**config.mk**
```make
export PLATFORM = sky130hd
export DESIGN_NAME = jpeg_hdr_stream
export DESIGN_NICKNAME = d
export VERILOG_FILES = /design/src/rtl/jpeg_enc_pkg.sv /design/src/rtl/jpeg_fifo2.sv /design/src/rtl/jpeg_hdr_stream.sv
export SDC_FILE = /design/constraint.sdc
export NUM_CORES = 1
export LEC_CHECK = 0
export BUFFER_PORTS_ARGS = -buffer_cell sky130_fd_sc_hd__buf_4
export CAP_MARGIN = 20
export CORE_MARGIN = 4
export CORE_UTILIZATION = 35
export CTS_BUF_LIST = sky130_fd_sc_hd__clkbuf_16
export DETAILED_ROUTE_END_ITERATION = 16
export GPL_TIMING_DRIVEN = 0
export SLEW_MARGIN = 25
export SYNTH_ARGS = -nofsm -noshare
export SYNTH_HDL_FRONTEND = slang
export SYNTH_SLANG_ARGS = --single-unit
```
**constraint.sdc**
```tcl
create_clock -name clk -period 5.99 [get_ports clk]
set_clock_uncertainty 0.05 [all_clocks]
set_input_delay 1.797 -clock clk [delete_from_list [all_inputs] [get_ports clk]]
set_output_delay 1.797 -clock clk [all_outputs]
set_load 0.02 [all_outputs]
```
**src/rtl/jpeg_enc_pkg.sv**
```systemverilog
// Shared constants and types for the JPEG encoder header path.
// Header geometry defaults, marker codes and the header streamer FSM states.
package jpeg_enc_pkg;

    localparam int DEF_HDR_LEN = 607;
    localparam int DEF_HGT_OFS = 159;
    localparam int DEF_WID_OFS = 161;
    localparam int DEF_AW      = 10;

    localparam logic [15:0] SOI  = 16'hFFD8;
    localparam logic [15:0] SOF0 = 16'hFFC0;

    typedef enum logic [1:0] {
        IDLE  = 2'd0,
        RUN   = 2'd1,
        DRAIN = 2'd2
    } hdr_state_t;

endpackage

```
**src/rtl/jpeg_fifo2.sv**
```systemverilog
// Two-entry FIFO of {last, data}; push and pop may happen in the same cycle.
// A push into a full FIFO is only taken when a pop frees a slot at the same edge.
module jpeg_fifo2 (
    input  logic       clk,
    input  logic       reset,
    input  logic       push,
    input  logic [8:0] din,
    input  logic       pop,
    output logic [8:0] dout,
    output logic       full,
    output logic       empty
);

    logic [8:0] m0;
    logic [8:0] m1;
    logic       wp;
    logic       rp;
    logic [1:0] cnt;
    logic       wr;
    logic       rd;

    assign full  = (cnt == 2'd2);
    assign empty = (cnt == 2'd0);
    assign wr    = push && (!full || pop);
    assign rd    = pop && !empty;
    assign dout  = rp ? m1 : m0;

    always_ff @(posedge clk or posedge reset) begin
        if (reset) begin
            m0  <= '0;
            m1  <= '0;
            wp  <= 1'b0;
            rp  <= 1'b0;
            cnt <= 2'd0;
        end else begin
            if (wr) begin
                if (wp) m1 <= din;
                else    m0 <= din;
                wp <= ~wp;
            end
            if (rd) rp <= ~rp;
            cnt <= cnt + {1'b0, wr} - {1'b0, rd};
        end
    end

endmodule

```
**src/rtl/jpeg_hdr_stream.sv**
```systemverilog
// Streams the header ROM out as bytes, patching SOF0 height/width on the fly.
// Reads are credit-limited so buffered plus in-flight bytes never exceed two.
module jpeg_hdr_stream
    import jpeg_enc_pkg::*;
#(
    parameter int HDR_LEN = DEF_HDR_LEN,
    parameter int HGT_OFS = DEF_HGT_OFS,
    parameter int WID_OFS = DEF_WID_OFS,
    parameter int AW      = DEF_AW
) (
    input  logic          clk,
    input  logic          reset,
    input  logic          start,
    input  logic [15:0]   img_width,
    input  logic [15:0]   img_height,
    output logic [AW-1:0] hdr_rom_a,
    input  logic [7:0]    hdr_rom_d,
    output logic [7:0]    hdr_data,
    output logic          hdr_valid,
    output logic          hdr_last,
    input  logic          hdr_ready,
    output logic          busy,
    output logic          done
);

    localparam logic [AW-1:0] LAST_A = AW'(HDR_LEN - 1);
    localparam logic [AW-1:0] HGT_A0 = AW'(HGT_OFS);
    localparam logic [AW-1:0] HGT_A1 = AW'(HGT_OFS + 1);
    localparam logic [AW-1:0] WID_A0 = AW'(WID_OFS);
    localparam logic [AW-1:0] WID_A1 = AW'(WID_OFS + 1);

    hdr_state_t    state;
    logic [15:0]   wid_q;
    logic [15:0]   hgt_q;
    logic [AW-1:0] nxt_a;
    logic [AW-1:0] idx2;
    logic          rd_v1;
    logic          rd_v2;
    logic          pop;
    logic          full;
    logic          empty;
    logic [1:0]    occ;
    logic [2:0]    credit;
    logic          issue;
    logic [7:0]    patched;
    logic [8:0]    head;

    assign pop       = !empty && hdr_ready;
    assign hdr_valid = !empty;
    assign hdr_data  = head[7:0];
    assign hdr_last  = !empty && head[8];

    // rd_v1: address on the ROM this cycle; rd_v2: its data is on hdr_rom_d now
    assign occ    = full ? 2'd2 : (empty ? 2'd0 : 2'd1);
    assign credit = {1'b0, occ} + {2'b0, rd_v1} + {2'b0, rd_v2};
    assign issue  = (state == RUN) && (credit < 3'd2 + {2'b0, pop});

    always_comb begin
        patched = hdr_rom_d;
        unique case (idx2)
            HGT_A0:  patched = hgt_q[15:8];
            HGT_A1:  patched = hgt_q[7:0];
            WID_A0:  patched = wid_q[15:8];
            WID_A1:  patched = wid_q[7:0];
            default: patched = hdr_rom_d;
        endcase
    end

    jpeg_fifo2 u_fifo (
        .clk   (clk),
        .reset (reset),
        .push  (rd_v2),
        .din   ({idx2 == LAST_A, patched}),
        .pop   (pop),
        .dout  (head),
        .full  (full),
        .empty (empty)
    );

    always_ff @(posedge clk or posedge reset) begin
        if (reset) begin
            state     <= IDLE;
            hdr_rom_a <= '0;
            nxt_a     <= '0;
            idx2      <= '0;
            rd_v1     <= 1'b0;
            rd_v2     <= 1'b0;
            wid_q     <= '0;
            hgt_q     <= '0;
            busy      <= 1'b0;
            done      <= 1'b0;
        end else begin
            done  <= 1'b0;
            rd_v1 <= 1'b0;
            rd_v2 <= rd_v1;
            idx2  <= hdr_rom_a;
            unique case (state)
                IDLE: begin
                    if (start) begin
                        wid_q     <= img_width;
                        hgt_q     <= img_height;
                        busy      <= 1'b1;
                        hdr_rom_a <= '0;
                        nxt_a     <= AW'(1);
                        rd_v1     <= 1'b1;
                        state     <= RUN;
                    end
                end
                RUN: begin
                    if (issue) begin
                        hdr_rom_a <= nxt_a;
                        nxt_a     <= nxt_a + AW'(1);
                        rd_v1     <= 1'b1;
                        if (nxt_a == LAST_A) state <= DRAIN;
                    end
                end
                DRAIN: begin
                    if (pop && hdr_last) begin
                        busy  <= 1'b0;
                        done  <= 1'b1;
                        state <= IDLE;
                    end
                end
                default: state <= IDLE;
            endcase
        end
    end

endmodule

```
Yosys cells after proc, flatten, opt, wreduce, memory -nomap -nowiden
Cells that the tools add are included.
{"block": "word_totals", "ff_bits": 90, "inputBits": 44, "out_inout_bits": 22, "elab_cells": 79}
{"block": "op_classes", "add_sub_neg": 6, "magnitude_cmp": 1, "n_eq_ne": 13, "muxes": 23, "bitwise_logic": 2, "n_reduce_logical": 19}
{"operator": "== test 10 x 8 -> 1 bit (second input constant)", "n": 4}
{"operator": "2-to-1 mux 10 bit", "n": 4}
{"operator": "case mux 10 bit (2 select lines)", "n": 2}
{"operator": "case mux 8 bit (4 select lines)", "n": 1}
{"operator": "== test 10 bit (second input constant)", "n": 2}
{"operator": "adder 10 x 1 -> 10 bit (second input constant)", "n": 1}
{"operator": "2-to-1 mux 2 bit", "n": 5}
{"operator": "2-to-1 mux 9 bit", "n": 1}
{"operator": "2-to-1 mux 1 bit", "n": 7}
{"operator": "logical AND 1 bit", "n": 6}
{"operator": "inequality test 2 bit (second input constant)", "n": 3}
{"operator": "case mux 2 bit (3 select lines)", "n": 1}
{"operator": "AND reduction 2 bit", "n": 3}
{"operator": "AND reduction 3 bit", "n": 2}
{"operator": "== test 2 bit (second input constant)", "n": 2}
{"operator": "logical NOT 2 bit", "n": 2}
{"operator": "case mux 1 bit (2 select lines)", "n": 2}
{"operator": "AND reduction 4 bit", "n": 1}
{"operator": "nonzero test 2 bit", "n": 2}
{"operator": "adder 2 x 1 -> 3 bit", "n": 1}
{"operator": "adder 2 x 1 -> 3 bit (first input constant)", "n": 1}
{"operator": "adder 3 x 1 -> 3 bit", "n": 1}
{"operator": "less-than comparator 3 bit", "n": 1}
{"operator": "adder 2 x 1 -> 2 bit", "n": 1}
{"operator": "other kinds (6)", "n": 8}

Logic depth before layout (Yosys ltp)
{"block": "depth", "depth_word": 9, "mapped_depth": 9, "mapped_depth_nobuf": 7}

Modules after synthesis
Synthesis repeated with hierarchy kept, for this count alone.
{"block": "hier_totals", "cells_unflattened": 389, "area_unflattened_um2": 4147.7}
{"mod": "jpeg_hdr_stream", "instances": 1, "cells_per_inst": 322, "area_each_um2": 3111.7}
{"mod": "jpeg_fifo2", "instances": 1, "cells_per_inst": 67, "area_each_um2": 1036.0}

Worst setup path after synthesis
Ideal clock, no wire load.
{"block": "synth_timing", "path_kind": "input port to flip-flop", "startpoint": "input hdr_ready", "endpoint": "register u_fifo.cnt[1]", "setup_time_ns": 0.125, "arrival_time_ns": 2.876, "required_ns": 5.815, "slack_ns": 2.939, "stages": 6, "path_cell_list": "or3b_1 clkbuf_1 and2_1 ha_1 xnor2_1 xnor2_1"}
{"block": "synth_between", "elab_chain_cells": 5, "elab_cells_between_ends": 6}
{"item": "start: declaration", "line_no": "jpeg_hdr_stream.sv:21", "source": "input logic hdr_ready,"}
{"item": "logical AND 1 bit", "line_no": "jpeg_hdr_stream.sv:48", "source": "assign pop = !empty && hdr_ready;"}
{"item": "logical OR 1 bit", "line_no": "jpeg_fifo2.sv:24", "source": "assign wr = push && (!full || pop);"}
{"item": "logical AND 1 bit", "line_no": "jpeg_fifo2.sv:24"}
{"item": "net u_fifo.wr", "line_no": "jpeg_fifo2.sv:19", "source": "logic wr;"}
{"item": "adder 2 x 1 -> 2 bit", "line_no": "jpeg_fifo2.sv:42", "source": "cnt <= cnt + {1'b0, wr} - {1'b0, rd};"}
{"item": "subtractor 2 x 1 -> 2 bit", "line_no": "jpeg_fifo2.sv:42"}
{"item": "end signal: assignment", "line_no": "jpeg_fifo2.sv:42"}
{"item": "end: declaration", "line_no": "jpeg_fifo2.sv:18", "source": "logic [1:0] cnt;"}
The timed path passes the listed nets, and every way through them passes these cells.
A chain may end at the register's enable or synchronous reset.

Final worst setup path
{"block": "layout_timing", "startpoint": "input start", "endpoint": "register wid_q[7]"}
{"block": "layout_between", "elab_chain_cells": 1}
{"item": "start: declaration", "line_no": "jpeg_hdr_stream.sv:13", "source": "input logic start,"}
{"item": "AND reduction 2 bit (no source line)"}
{"item": "end signal: assignment", "line_no": "jpeg_hdr_stream.sv:100", "source": "wid_q <= img_width;"}
{"item": "end: declaration", "line_no": "jpeg_hdr_stream.sv:33", "source": "logic [15:0] wid_q;"}
Every way passes these cells.

==> impl_metrics.tcl <==
set metrics [dict create \
    maxSlewViolCount 0 \
    total_power_uw 2530 \
    vias 3355 \
    wl_um 10400 \
    nFillCells 1136 \
    cts-buffers-inserted 9 \
    maxSlewHeadroom_pct 56.4 \
    worst-r2r-setup-slack_ns 3.51 \
    yosysTopAreaCell "dfrtp_1" \
    cts_tree "yes" \
    clock_sinks 90 \
    synth_edf_count 0 \
    synth_seq_area_share_pct 54.4 \
    syn_area_um2 4140 \
    min_period_over_period_pct 57.2 \
    gr-total-overflow 0 \
    p_leak_uw 0.00249 \
    crit_type "in -> reg" \
    multi_input_area_um2 1750 \
    clkLatencyLatePin_ns 0.33 \
    worst_slack_ns 2.57 \
    yosysWarnings 0 \
    start_util_pct 36.0 \
    coreArea_um2 11500 \
    cts_resized 0 \
    fp.dieH_um 117 \
    clk_pin_slew_ns 0.07 \
    grt_pass1_vias 3453 \
    max_freq_ghz 0.292 \
    finalSetupTns_ns 0 \
    hold_slack_ns 0.330 \
    powerDensity_nw_per_um2 491 \
    ys_ff_latch 90 \
    row_count 39 \
    gp_congestion 0.854 \
    critPathBufInv 3 \
    antenna_found_initial 0 \
    min_period_ns 3.42 \
    area.growth.synth_to_final_pct 24.6 \
    final_cells 655 \
    worst_slew_pin_slew_ns 0.654 \
    dp.cells 639 \
    cp-end-kind "flip-flop" \
    synthDistinctLibCells 44 \
    grt_use_total_pct 16.3 \
    syn_inst 430 \
    async_flop_share_pct 100 \
    ir_drop_v 0.000284 \
    outcome "finished clean" \
    ios 66 \
    drive_gt1_share_pct 19.5 \
    mostFrequentLayoutCells "140 x nand2_1, 90 x dfrtp_1, 65 x buf_4" \
    grt_pass1_wl_um 17300 \
    path_delay_family "buffers and inverters" \
    grt_setup_unrepaired "no" \
    final-setup-viol-count 0 \
    cts_htree_levels 3 \
    ant_nets 0 \
    synth_top_cell_area_share_pct 54.4 \
    drc 0 \
    pre_cts_ws_ns 2.21 \
    grt_max_degree 77 \
    worstPathArrival_ns 3.64 \
    first_iter_violations 176 \
    fp.dieW_um 117 \
    viasPerCell 5.12 \
    ctsHoldBuffers 0 \
    num_antenna_cells 0 \
    portBuffers 65 \
    max-cap-violations 0 \
    synth.area.top_cells "dfrtp_1 54%, nand2_1 13%, nand4_1 3.2%" \
    final-hold-violation-count 0 \
    crit_fanout 10 \
    cp_cell_sequence "buf_4, nor3b_1, clkbuf_1, clkbuf_1, nand2_1, nand2_1" \
    worst_path_largest_cell_delay_ns 0.57 \
    clockBufferDepth 2 \
    synth_flop_cell "dfrtp_1" \
    root_buffer "clkbuf_16" \
    cp.required_ns 6.21 \
    dp_hpwl_um 7490 \
    synth_area_per_cell_um2 9.63 \
    dieArea_um2 13600 \
    crit_path_top_delay_cell "clkbuf_1" \
    syn_nets 480 \
    final_common_cell "nand2_1" \
    nets 557 \
    cts_setup_buffers 0 \
    hp-class "reg -> reg" \
    wl_per_cell_um 15.9 \
    regArea_um2 2250 \
    critPathLaunchType "primary input" \
    firstDrtPassIters 4 \
]
-- final cells by class --
type	count	share of cell area, %
clock buffer	9	4.36
sequential	90	43.6
buffer	24	1.84
timing repair buffer	66	9.99
tap	143	3.47
multi-input combinational	304	33.9
inverter	12	0.970
clock inverter	7	1.79
-- worst paths after layout --
kind                                 startpoint                        to  cells after the start
worst max register to register  rd_v2$_DFF_PP0_  hdr_rom_a[1]$_DFFE_PP0P_                      8
max in group asynchronous                 reset      wid_q[3]$_DFFE_PP0P_                      3
worst min-delay path            rd_v1$_DFF_PP0_           rd_v2$_DFF_PP0_                      0
worst min register to register  rd_v1$_DFF_PP0_           rd_v2$_DFF_PP0_                      0
min in group asynchronous                 reset   u_fifo.cnt[0]$_DFF_PP0_                      2
worst max-delay path                      start      wid_q[7]$_DFFE_PP0P_                      6
-- through the flow --
| stage | cell area [um2] | util, % |
|---|---|---|
| 3_5_place_dp | 4840 | 42.0 |
| 4_1_cts | 5160 | 44.8 |
| 3_3_place_gp | 4810 | 41.8 |
| 5_1_grt | 5160 | 44.8 |
| 2_1_floorplan | 4140 | - |
| 6_report | 5160 | 44.8 |
-- layer usage --
layer | global-route usage (%) | vias to the layer above | wire length (um)
met1 | 22.7 | 1618 | 4930
met3 | 2.57 | 18 | 375
met2 | 25.4 | 76 | 4870
met4 | 6.73 | 0 | 238
li1 | - | 1643 | -
met5 | 0 | - | 0
-- registers in the layout (all words and copies together), names as in the netlist --
register    count
nxt_a          10
u_fifo.rp       1
u_fifo.wp       1
hgt_q          16
u_fifo.m0       9
rd_v2           1
state           2
wid_q          16
busy            1
done            1
hdr_rom_a      10
idx2           10
u_fifo.cnt      2
rd_v1           1
u_fifo.m1       9
-- synthesized netlist by cell type (2+ instances only) --
master       n
a21oi_1      6
a22oi_1      8
and2_1       4
and3_1       4
and4_1       3
buf_1        4
buf_2        4
clkbuf_1    16
dfrtp_1     90
ha_1         5
inv_1       12
mux2_2       8
mux2i_1     12
nand2_1    140
nand2b_1     2
nand3_1     17
nand3b_1     2
nand4_1     21
nor2_1       4
nor2b_1      3
nor3_1       4
nor3b_1      3
o211ai_1    16
o21ai_0      5
o21ai_1      5
o21ai_2      2
o2bb2ai_1    8
or3_1        3
or3b_1       2
xnor2_1      3
-- logic make-up after synthesis --
family	count (synthesis)	synth area share, %
mux	20	5.07
xor+xnor	4	0.846
compound gates	57	10.0
buf+inv	36	3.38
fa+ha+maj	6	1.99
flops	90	54.4
simple gates	217	24.3
-- report_power, final --
| group | total, uW | leakage [uW] | internal, uW | switching, uW |
|---|---|---|---|---|
| clock network | 600 | 0.000149 | 365 | 235 |
| registers | 943 | 0.00114 | 810 | 133 |
| logic | 990 | 0.00120 | 400 | 590 |
| total | 2530 | 0.00249 | 1580 | 958 |
No activity file was read; power rests on OpenSTA's default activity.
